<file path="src/rtl/fifo_param.sv">
// fifo_param: synchronous FIFO with a parameterised depth, occupancy
// thresholds and sticky overflow/underflow flags.
//
// Build option: define FIFO_FWFT_EN to select first-word-fall-through.
// Left undefined, reads have one cycle of latency.
//
// Parameters
//   DATA_W    data width in bits
//   ADDR_W    pointer width; DEPTH = 2**ADDR_W entries
//   AFULL_TH  almost_full asserts while level >= AFULL_TH
//   AEMPTY_TH almost_empty asserts while level <= AEMPTY_TH
//
// Ports
//   clk          sole clock, rising edge
//   reset_n      asynchronous active-low reset
//   we / wdata   write request and data
//   re           read request
//   flush        synchronous clear of contents (errors kept)
//   clr_err      synchronous clear of overflow/underflow
//   rdata        read data
//   fifo_empty, fifo_full, almost_empty, almost_full   status flags
//   level        occupancy, 0..DEPTH
//   overflow, underflow                               sticky error flags
//
// Request semantics: we and re are requests that the FIFO may refuse.
// A write is taken when we=1 and the FIFO is not full, or when a read is
// taken in the same cycle. A read is taken when re=1 and the FIFO is not
// empty. A refused write sets overflow; a refused read sets underflow.
// Nothing is taken while flush=1.
module fifo_param #(
    parameter int DATA_W    = 16,
    parameter int ADDR_W    = 8,
    parameter int AFULL_TH  = (1 << ADDR_W) - 4,
    parameter int AEMPTY_TH = 4
) (
    input  logic              clk,
    input  logic              reset_n,
    input  logic              we,
    input  logic [DATA_W-1:0] wdata,
    input  logic              re,
    input  logic              flush,
    input  logic              clr_err,
    output logic [DATA_W-1:0] rdata,
    output logic              fifo_empty,
    output logic              fifo_full,
    output logic              almost_full,
    output logic              almost_empty,
    output logic [ADDR_W:0]   level,
    output logic              overflow,
    output logic              underflow
);

    localparam int                DEPTH     = 1 << ADDR_W;
    localparam logic [ADDR_W:0]   DEPTH_LVL = DEPTH[ADDR_W:0];
    localparam logic [ADDR_W:0]   LVL_ONE   = {{ADDR_W{1'b0}}, 1'b1};
    localparam logic [ADDR_W-1:0] PTR_ONE   = {{(ADDR_W-1){1'b0}}, 1'b1};

    logic [DATA_W-1:0] mem_q [DEPTH];

    logic [ADDR_W-1:0] wptr_q, wptr_d;
    logic [ADDR_W-1:0] rptr_q, rptr_d;
    logic [ADDR_W:0]   level_q, level_d;
    logic [DATA_W-1:0] rdata_q, rdata_d;
    logic              ovf_q, ovf_d;
    logic              udf_q, udf_d;

    logic              empty_w, full_w;
    logic              rd_acc, wr_acc, mem_we;

`ifdef FIFO_FWFT_EN
    // Output stage: rdata_q holds the head word while out_valid_q is set.
    logic              out_valid_q, out_valid_d;
    logic              ram_nonempty;
    logic              bypass;
`endif

    always_comb begin
        empty_w = (level_q == '0);
        full_w  = (level_q == DEPTH_LVL);
        rd_acc  = !flush && re && !empty_w;
        // A read taken in the same cycle frees a slot, so a write at full still lands.
        wr_acc  = !flush && we && (!full_w || rd_acc);

        wptr_d  = wptr_q;
        rptr_d  = rptr_q;
        level_d = level_q;
        rdata_d = rdata_q;
        mem_we  = 1'b0;
`ifdef FIFO_FWFT_EN
        out_valid_d  = out_valid_q;
        bypass       = 1'b0;
        // Words held in the array = level minus the output-stage entry.
        ram_nonempty = out_valid_q ? (level_q > LVL_ONE) : (level_q != '0);
`endif

        if (flush) begin
            wptr_d  = '0;
            rptr_d  = '0;
            level_d = '0;
`ifdef FIFO_FWFT_EN
            out_valid_d = 1'b0;
`endif
        end else begin
            case ({wr_acc, rd_acc})
                2'b10:   level_d = level_q + LVL_ONE;
                2'b01:   level_d = level_q - LVL_ONE;
                default: level_d = level_q;
            endcase
`ifdef FIFO_FWFT_EN
            // Refill the output stage when it is empty or being popped; when
            // the array has nothing queued, the incoming word goes straight in.
            if (!out_valid_q || rd_acc) begin
                if (ram_nonempty) begin
                    rdata_d     = mem_q[rptr_q];
                    rptr_d      = rptr_q + PTR_ONE;
                    out_valid_d = 1'b1;
                end else if (wr_acc) begin
                    rdata_d     = wdata;
                    bypass      = 1'b1;
                    out_valid_d = 1'b1;
                end else begin
                    out_valid_d = 1'b0;
                end
            end
            mem_we = wr_acc && !bypass;
`else
            mem_we = wr_acc;
            if (rd_acc) begin
                rdata_d = mem_q[rptr_q];
                rptr_d  = rptr_q + PTR_ONE;
            end
`endif
            if (mem_we) begin
                wptr_d = wptr_q + PTR_ONE;
            end
        end

        // A new error in the same cycle wins over clr_err.
        if (!flush && we && !wr_acc) begin
            ovf_d = 1'b1;
        end else if (clr_err) begin
            ovf_d = 1'b0;
        end else begin
            ovf_d = ovf_q;
        end

        if (!flush && re && empty_w) begin
            udf_d = 1'b1;
        end else if (clr_err) begin
            udf_d = 1'b0;
        end else begin
            udf_d = udf_q;
        end
    end

    always_ff @(posedge clk or negedge reset_n) begin
        if (!reset_n) begin
            wptr_q  <= '0;
            rptr_q  <= '0;
            level_q <= '0;
            rdata_q <= '0;
            ovf_q   <= 1'b0;
            udf_q   <= 1'b0;
        end else begin
            wptr_q  <= wptr_d;
            rptr_q  <= rptr_d;
            level_q <= level_d;
            rdata_q <= rdata_d;
            ovf_q   <= ovf_d;
            udf_q   <= udf_d;
        end
    end

`ifdef FIFO_FWFT_EN
    always_ff @(posedge clk or negedge reset_n) begin
        if (!reset_n) begin
            out_valid_q <= 1'b0;
        end else begin
            out_valid_q <= out_valid_d;
        end
    end
`endif

    // Storage array carries no reset so it maps onto block RAM.
    always_ff @(posedge clk) begin
        if (mem_we) begin
            mem_q[wptr_q] <= wdata;
        end
    end

    // All status is decoded from registered state only.
    assign rdata        = rdata_q;
    assign level        = level_q;
    assign fifo_empty   = (level_q == '0);
    assign fifo_full    = (level_q == DEPTH_LVL);
    assign almost_full  = (int'(level_q) >= AFULL_TH);
    assign almost_empty = (int'(level_q) <= AEMPTY_TH);
    assign overflow     = ovf_q;
    assign underflow    = udf_q;

endmodule

</file>
<file path="config.mk">
export PLATFORM = sky130hd
export DESIGN_NAME = fifo_param
export DESIGN_NICKNAME = d
export VERILOG_FILES = /design/src/rtl/fifo_param.sv
export SDC_FILE = /design/constraint.sdc
export NUM_CORES = 2
export LEC_CHECK = 0
export CORE_AREA = 2 2 733 735
export CTS_CLUSTER_SIZE = 24
export DETAILED_ROUTE_END_ITERATION = 8
export DIE_AREA = 0 0 735 737
export PLACE_DENSITY = 0.4
export SLEW_MARGIN = 0
export SYNTH_ARGS = -nofsm -noshare
export SYNTH_HDL_FRONTEND = slang
export SYNTH_SLANG_ARGS = --single-unit
</file>
<file path="constraint.sdc">
create_clock -name clk -period 5.2 [get_ports clk]
set_input_delay 0.78 -clock clk [delete_from_list [all_inputs] [get_ports clk]]
set_output_delay 0.78 -clock clk [all_outputs]
set_load 0.03 [all_outputs]
</file>
* Word level (Yosys, flattened, before mapping)
Memories as Yosys holds them, arrays and structs flattened. A register that Yosys moved wholly into a read port is not among the register bits.
Index checks and enable logic that the tools add are counted.
** Operators by class
- Add/subtract/negate cells :: 4
- Order comparisons :: 2
- Multiplexer cells :: 12
- Bitwise operators :: 1
- Reduce and logical (&&, ||, !) cells :: 19
- Eq/ne operators :: 3
** Operator list (count)
- 8-bit two-way mux :: 4
- 9-bit one-hot mux with 2 select lines :: 1
- 8-bit by 1-bit adder with 8-bit output, second input constant :: 2
- 9-bit by 1-bit adder with 9-bit output, second input constant :: 1
- 9-bit == test, second input constant :: 1
- 9-bit by 8-bit >= comparator with 1-bit output, second input constant :: 1
- 9-bit by 3-bit <= comparator with 1-bit output, second input constant :: 1
- 9-bit zero test :: 1
- 9-bit two-way mux :: 1
- 9-bit by 1-bit subtractor with 9-bit output, second input constant :: 1
- 2-bit nonzero test :: 4
- 1-bit logical AND :: 6
- 1-bit two-way mux :: 6
- 1-bit zero test :: 5
- 3-bit nonzero test :: 1
- 2-bit by 1-bit == test with 1-bit output, second input constant :: 1
- 2-bit == test, second input constant :: 1
- 2-bit AND reduction :: 1
- 1-bit logical OR :: 1
- 1-bit NOT :: 1
** Word-level totals
- Bits of input ports :: 22
- Word-level logic and storage cells :: 47
- Register bits after elaboration :: 27
- Output and inout port bits :: 31
- Memories kept :: 1
- RAM bits :: 4096
** Memories
- mem_q :: depth 256, bits a word 16, read ports 1, clocked after memory_dff 1, wr ports 1, line 58 : logic [DATA_W-1:0] mem_q [DEPTH];

* Logic depth before layout (Yosys ltp)
- Depth in word-level cells :: 8
- Gate-level depth with buffers :: 15
- Depth with buffers taken out :: 13

* Least setup slack after synthesis
Ideal clock, no wire load.
- Path type :: register -> register
- Start :: register level_q[4], in the netlist level[4]
- End :: register level_q[8], in the netlist level[8]
- Data required time :: 5122 ps
- Library setup time :: 78 ps
- Slack :: 1131 ps
- Stages on the path, launching flop included :: 16
- Period minus slack after synthesis :: 4069 ps
- Path buffers :: 2
- Arrival time :: 3992 ps
- Cells stage by stage :: dfrtp_1 -> nor4_1 -> and3b_1 -> a21o_1 -> clkbuf_1 -> buf_1 -> nor2_1 -> fa_1 -> a21o_1 -> a21oi_1 -> nor2b_1 -> o21a_1 -> o41ai_1 -> nor4b_1 -> o21ai_0 -> a21oi_1
** On the way
- Cells in the longest elaborated chain, start to end :: 8
- Elaborated cells between the ends (all ways) :: 14
- Classes of those cells :: add/sub (2); eq/ne (3); mux (2); reduce/logical (7)
** Ends and longest elaborated chain
- start, declared :: line 62 : logic [ADDR_W:0] level_q, level_d;
- start signal, assigned :: line 167 : level_q <= level_d;
- branches (longest 8 deep; another with 9-bit by 1-bit subtractor with 9-bit output)
Parallel ways; which one is timed is not known.
A chain may end at the register's enable or synchronous reset.

==> metrics.log <==
[metrics] status: completed
[metrics] Remaining DRCs: 0
[metrics] Multi-input gate area: about 0.034 mm2
[metrics] kind of capture point of the worst setup path: register
[metrics] number of synthesized flops with an enable pin: about 4000
[metrics] Crit path required time: 6100 ps
[metrics] average instance area after synthesis: 22.8 um2
[metrics] post-layout minimum cycle time: between 4000 and 5000 ps
[metrics] end-of-flow core utilization: 35.1%
[metrics] count of hold-fix buffers inserted at cts: 1
[metrics] endpoint arrival time on the critical path: just under 6000 ps
[metrics] worst hold slack: 148 ps
[metrics] worst-case reg-to-reg path depth: 10
[metrics] Placement Rows: ~270
[metrics] endpoints failing hold: 0
[metrics] number of buffers inserted during clock tree synthesis: 452
[metrics] number of pins exceeding their max-slew limit in the final report: 0
[metrics] number of distinct library cell variants in the gate-level netlist after synthesis: around 70
[metrics] grt total ovfl: 0
[metrics] antenna violations before repair: 42
[metrics] Levels on crit path: 10
[metrics] aggregate global-route resource usage: 19.0%
[metrics] buffers from clock root to sink, at most: 4
[metrics] Starting Density: between 20% and 30%
[metrics] fmax: slightly above 200 MHz
[metrics] FF-to-FF setup slack: ~230 ps
[metrics] total power divided by cell area: ~400 mW/mm2
[metrics] slowest stage delay, CP: approximately 1100 ps
[metrics] max cap viols: 0
[metrics] width of the die: 735 um
[metrics] capture instance of the worst register-to-register path: rdata[8]
[metrics] number of non-filler instances in the completed layout: roughly 15000
[metrics] Post-Syn Instances: 6986
[metrics] via count of the routed design: 77700
[metrics] Clock Root Buffer: sky130_fd_sc_hd__clkbuf_16
[metrics] DR vias/cell: 5.14
[metrics] routed length per instance: roughly 35 um
[metrics] relative area change from synthesis to final layout: 17.5%
[metrics] cell-by-cell trace of the critical path: buf_12 -> nand3b_1 -> buf_4 -> o221ai_1 -> a211oi_1 -> nor4_1 -> a32o_1 -> a31oi_1 -> and4_1 -> o32ai_1
[metrics] clock slew at the register clock pins of the worst setup and hold paths: 60 ps
[metrics] Die Outline Area: 0.542 mm2
[metrics] number of setup violations in the final report: 0
[metrics] cell taking the most area after synthesis: sky130_fd_sc_hd__edfxtp_1
[metrics] total of buffers placed on input and output ports: 52
[metrics] top_reg_cell synth: sky130_fd_sc_hd__edfxtp_1
[metrics] unrepaired setup endpoints after global routing: no
[metrics] type of the tightest min-delay check: input pin to register
[metrics] DRC marker count from the first detailed-route iteration: 8300
[metrics] final routed wirelength across all metal layers: about 520000 um
[metrics] share of the clock period used by the worst path: a little over nine tenths
[metrics] clock sink count: approximately 4100
[metrics] y dimension of the die: 737 um
[metrics] synth top area cells: sky130_fd_sc_hd__edfxtp_1 77%, sky130_fd_sc_hd__mux4_2 15%, sky130_fd_sc_hd__mux2i_1 1.3%
[metrics] Lkg Pwr: around 0.056 uW
[metrics] share of post-route cells with drive strength above 1: between 30% and 40%
[metrics] Syn. warnings: 0
[metrics] num ports: 53
[metrics] clock tree from TritonCTS: done
[metrics] number of setup buffers added after CTS: 0
[metrics] register area: ~0.12 mm2
[metrics] kind of critical path: register to register
[metrics] final net count: around 7700
[metrics] CP endpoint: rdata[8]
[metrics] global-route wire length before repair: 710000 um
[metrics] Setup crit start: rptr_q[0]
[metrics] fraction of the yosys area taken by sequential cells: between 70% and 80%
[metrics] reg-to-reg critical path startpoint: rptr_q[0]
[metrics] Synth Net Count: approximately 7000
[metrics] detailed-routing iteration count for the pre-antenna-repair pass: 5
[metrics] kind of cell adding the most delay to the critical path: simple AND/OR/NAND/NOR gates
[metrics] worst-path fanout max: 24
[metrics] proportion of register bits with asynchronous set or reset after synthesis: around 1.0%
[metrics] core region area: between 0.5 and 0.6 mm2
[metrics] pin count of the biggest net entering global routing: about 160
[metrics] CTS HTree Levels: 5
[metrics] share of Yosys cell area claimed by the top area cell type: approximately 77%
[metrics] area of all placed cells without fillers: around 0.19 mm2
[metrics] combined buffer and inverter count along the critical path: 2
[metrics] CP max stage cell: sky130_fd_sc_hd__nor4_1
[metrics] Area after DPL: about 0.17 mm2
[metrics] DP Wirelength: ~320000 um
[metrics] startpoint class of the critical path: register
[metrics] post-synthesis cell area: around 0.16 mm2
[metrics] Clk Latency, worst-skew pair: 1060 ps
[metrics] transition at the pin with the smallest max-transition slack: 1390 ps
[metrics] count of instances resized after the clock tree is built: 0
[metrics] worst max-slew margin expressed relative to the limit: 6.80%
[metrics] number of global-route vias before repair: ~80000
[metrics] total of fill cells in the finished design: slightly below 50000
[metrics] number of instances in the placed design: between 10000 and 15000
[metrics] number of register bits inferred by synthesis: between 4000 and 5000
[metrics] VDD IR max: 0.000282 V
[metrics] post-route antenna net violation count: 0
[metrics] final weighted congestion in routability-driven placement: ~0.81
[metrics] Clock Skews: a little under 90 ps
[Yosys cell counts, types with 21 or more instances]
| cell | number |
|---|---|
| sky130_fd_sc_hd__a21oi_1 | 81 |
| sky130_fd_sc_hd__buf_1 | 21 |
| sky130_fd_sc_hd__buf_4 | 45 |
| sky130_fd_sc_hd__a22oi_1 | 89 |
| sky130_fd_sc_hd__mux2_2 | 26 |
| sky130_fd_sc_hd__nor2_1 | 333 |
| sky130_fd_sc_hd__buf_6 | 48 |
| sky130_fd_sc_hd__o21ai_0 | 84 |
| sky130_fd_sc_hd__buf_2 | 140 |
| sky130_fd_sc_hd__nand3_1 | 32 |
| sky130_fd_sc_hd__nand2_1 | 119 |
| sky130_fd_sc_hd__nor3_1 | 31 |
| sky130_fd_sc_hd__nor2b_1 | 25 |
| sky130_fd_sc_hd__a221oi_1 | 31 |
| sky130_fd_sc_hd__a211oi_1 | 31 |
| sky130_fd_sc_hd__mux2i_1 | 208 |
| sky130_fd_sc_hd__o221ai_1 | 28 |
| sky130_fd_sc_hd__o22ai_1 | 45 |
| sky130_fd_sc_hd__dfrtp_1 | 43 |
| sky130_fd_sc_hd__mux4_2 | 1082 |
| sky130_fd_sc_hd__edfxtp_1 | 4096 |
| sky130_fd_sc_hd__clkbuf_1 | 135 |
[per-stage QoR]
step           power [uW]  setup TNS [ps]  setup WS, ps
4_1_cts             76400               0           258
6_report            75400               0           233
5_1_grt             77800               0           286
2_1_floorplan       41500               0          1130
3_5_place_dp        44500               0           236
3_3_place_gp        44400            -710          -710
[cell type report]
cell class / count / share of cell area [%]
Clock inverter: 275 / 1.50
Multi-Input combinational cell: 2434 / 18.0
Clock buffer: 556 / 6.28
Tap cell: 7046 / 4.71
Inverter: 15 / 0.0314
Antenna cell: 16 / 0.0214
Timing Repair Buffer: 635 / 3.24
Sequential cell: 4139 / 66.2
[worst min path at each step]
stage	start	cells past startpoint	slack, ps	end
after floorplan	reset_n	0	480	level[0]
after global placement	overflow	2	530	overflow
after detailed placement	overflow	2	530	overflow
after CTS	wdata[14]	1	40	mem_q[85][14]
after global routing	wdata[1]	1	120	mem_q[195][1]
final	wdata[1]	1	150	mem_q[195][1]
[state kept, by name, summed over array words and instances (netlist names)]
name / flops
overflow: 1
rptr_q: 8
level: 9
rdata: 16
underflow: 1
wptr_q: 8
mem_q: 4096
[cells in the final DEF, fill, tap and decap left out, types with 36 or more instances in the layout]
| cell type | Yosys | routed |
|---|---|---|
| sky130_fd_sc_hd__o21ai_0 | 84 | 83 |
| sky130_fd_sc_hd__mux2i_1 | 208 | 208 |
| sky130_fd_sc_hd__nand2_1 | 119 | 107 |
| sky130_fd_sc_hd__a21oi_1 | 81 | 80 |
| sky130_fd_sc_hd__dfrtp_1 | 43 | 36 |
| sky130_fd_sc_hd__edfxtp_1 | 4096 | 4096 |
| sky130_fd_sc_hd__clkinv_1 | 0 | 109 |
| sky130_fd_sc_hd__o22ai_1 | 45 | 45 |
| sky130_fd_sc_hd__nor2_2 | 0 | 219 |
| sky130_fd_sc_hd__clkinv_2 | 0 | 86 |
| sky130_fd_sc_hd__nor2_1 | 333 | 109 |
| sky130_fd_sc_hd__bufinv_16 | 0 | 45 |
| sky130_fd_sc_hd__buf_12 | 4 | 87 |
| sky130_fd_sc_hd__buf_4 | 45 | 493 |
| sky130_fd_sc_hd__mux4_2 | 1082 | 1082 |
| sky130_fd_sc_hd__clkbuf_16 | 0 | 455 |
| sky130_fd_sc_hd__clkbuf_1 | 135 | 101 |
| sky130_fd_sc_hd__a22oi_1 | 89 | 89 |
[report_power, final]
group,internal (uW),total [uW],switching [uW],leakage [uW]
Sequential,36700,37000,266,0.0373
Clock,18300,31900,13600,0.00708
Combinational,2800,6580,3780,0.0118
[cell families after synthesis]
| group | synth area share [%] |
|---|---|
| adder cells (fa/ha/maj) | 0.107 |
| AO/OA/AOI/OAI | 2.10 |
| buffers and inverters | 1.48 |
| XOR/XNOR | 0.0934 |
| AND/OR/NAND/NOR | 1.63 |
| flip-flops | 77.8 |
| multiplexers | 16.8 |
[metal layers]
metal  vias up  share of wire, %  GRT usage [%]
li1      31200                 -              -
met5         -             0.010              0
met4         8               2.6           4.65
met1     43600                44           26.8
met2      2279                48           31.2
met3       603               4.9           2.53
Power figures use the tool's default switching activity.
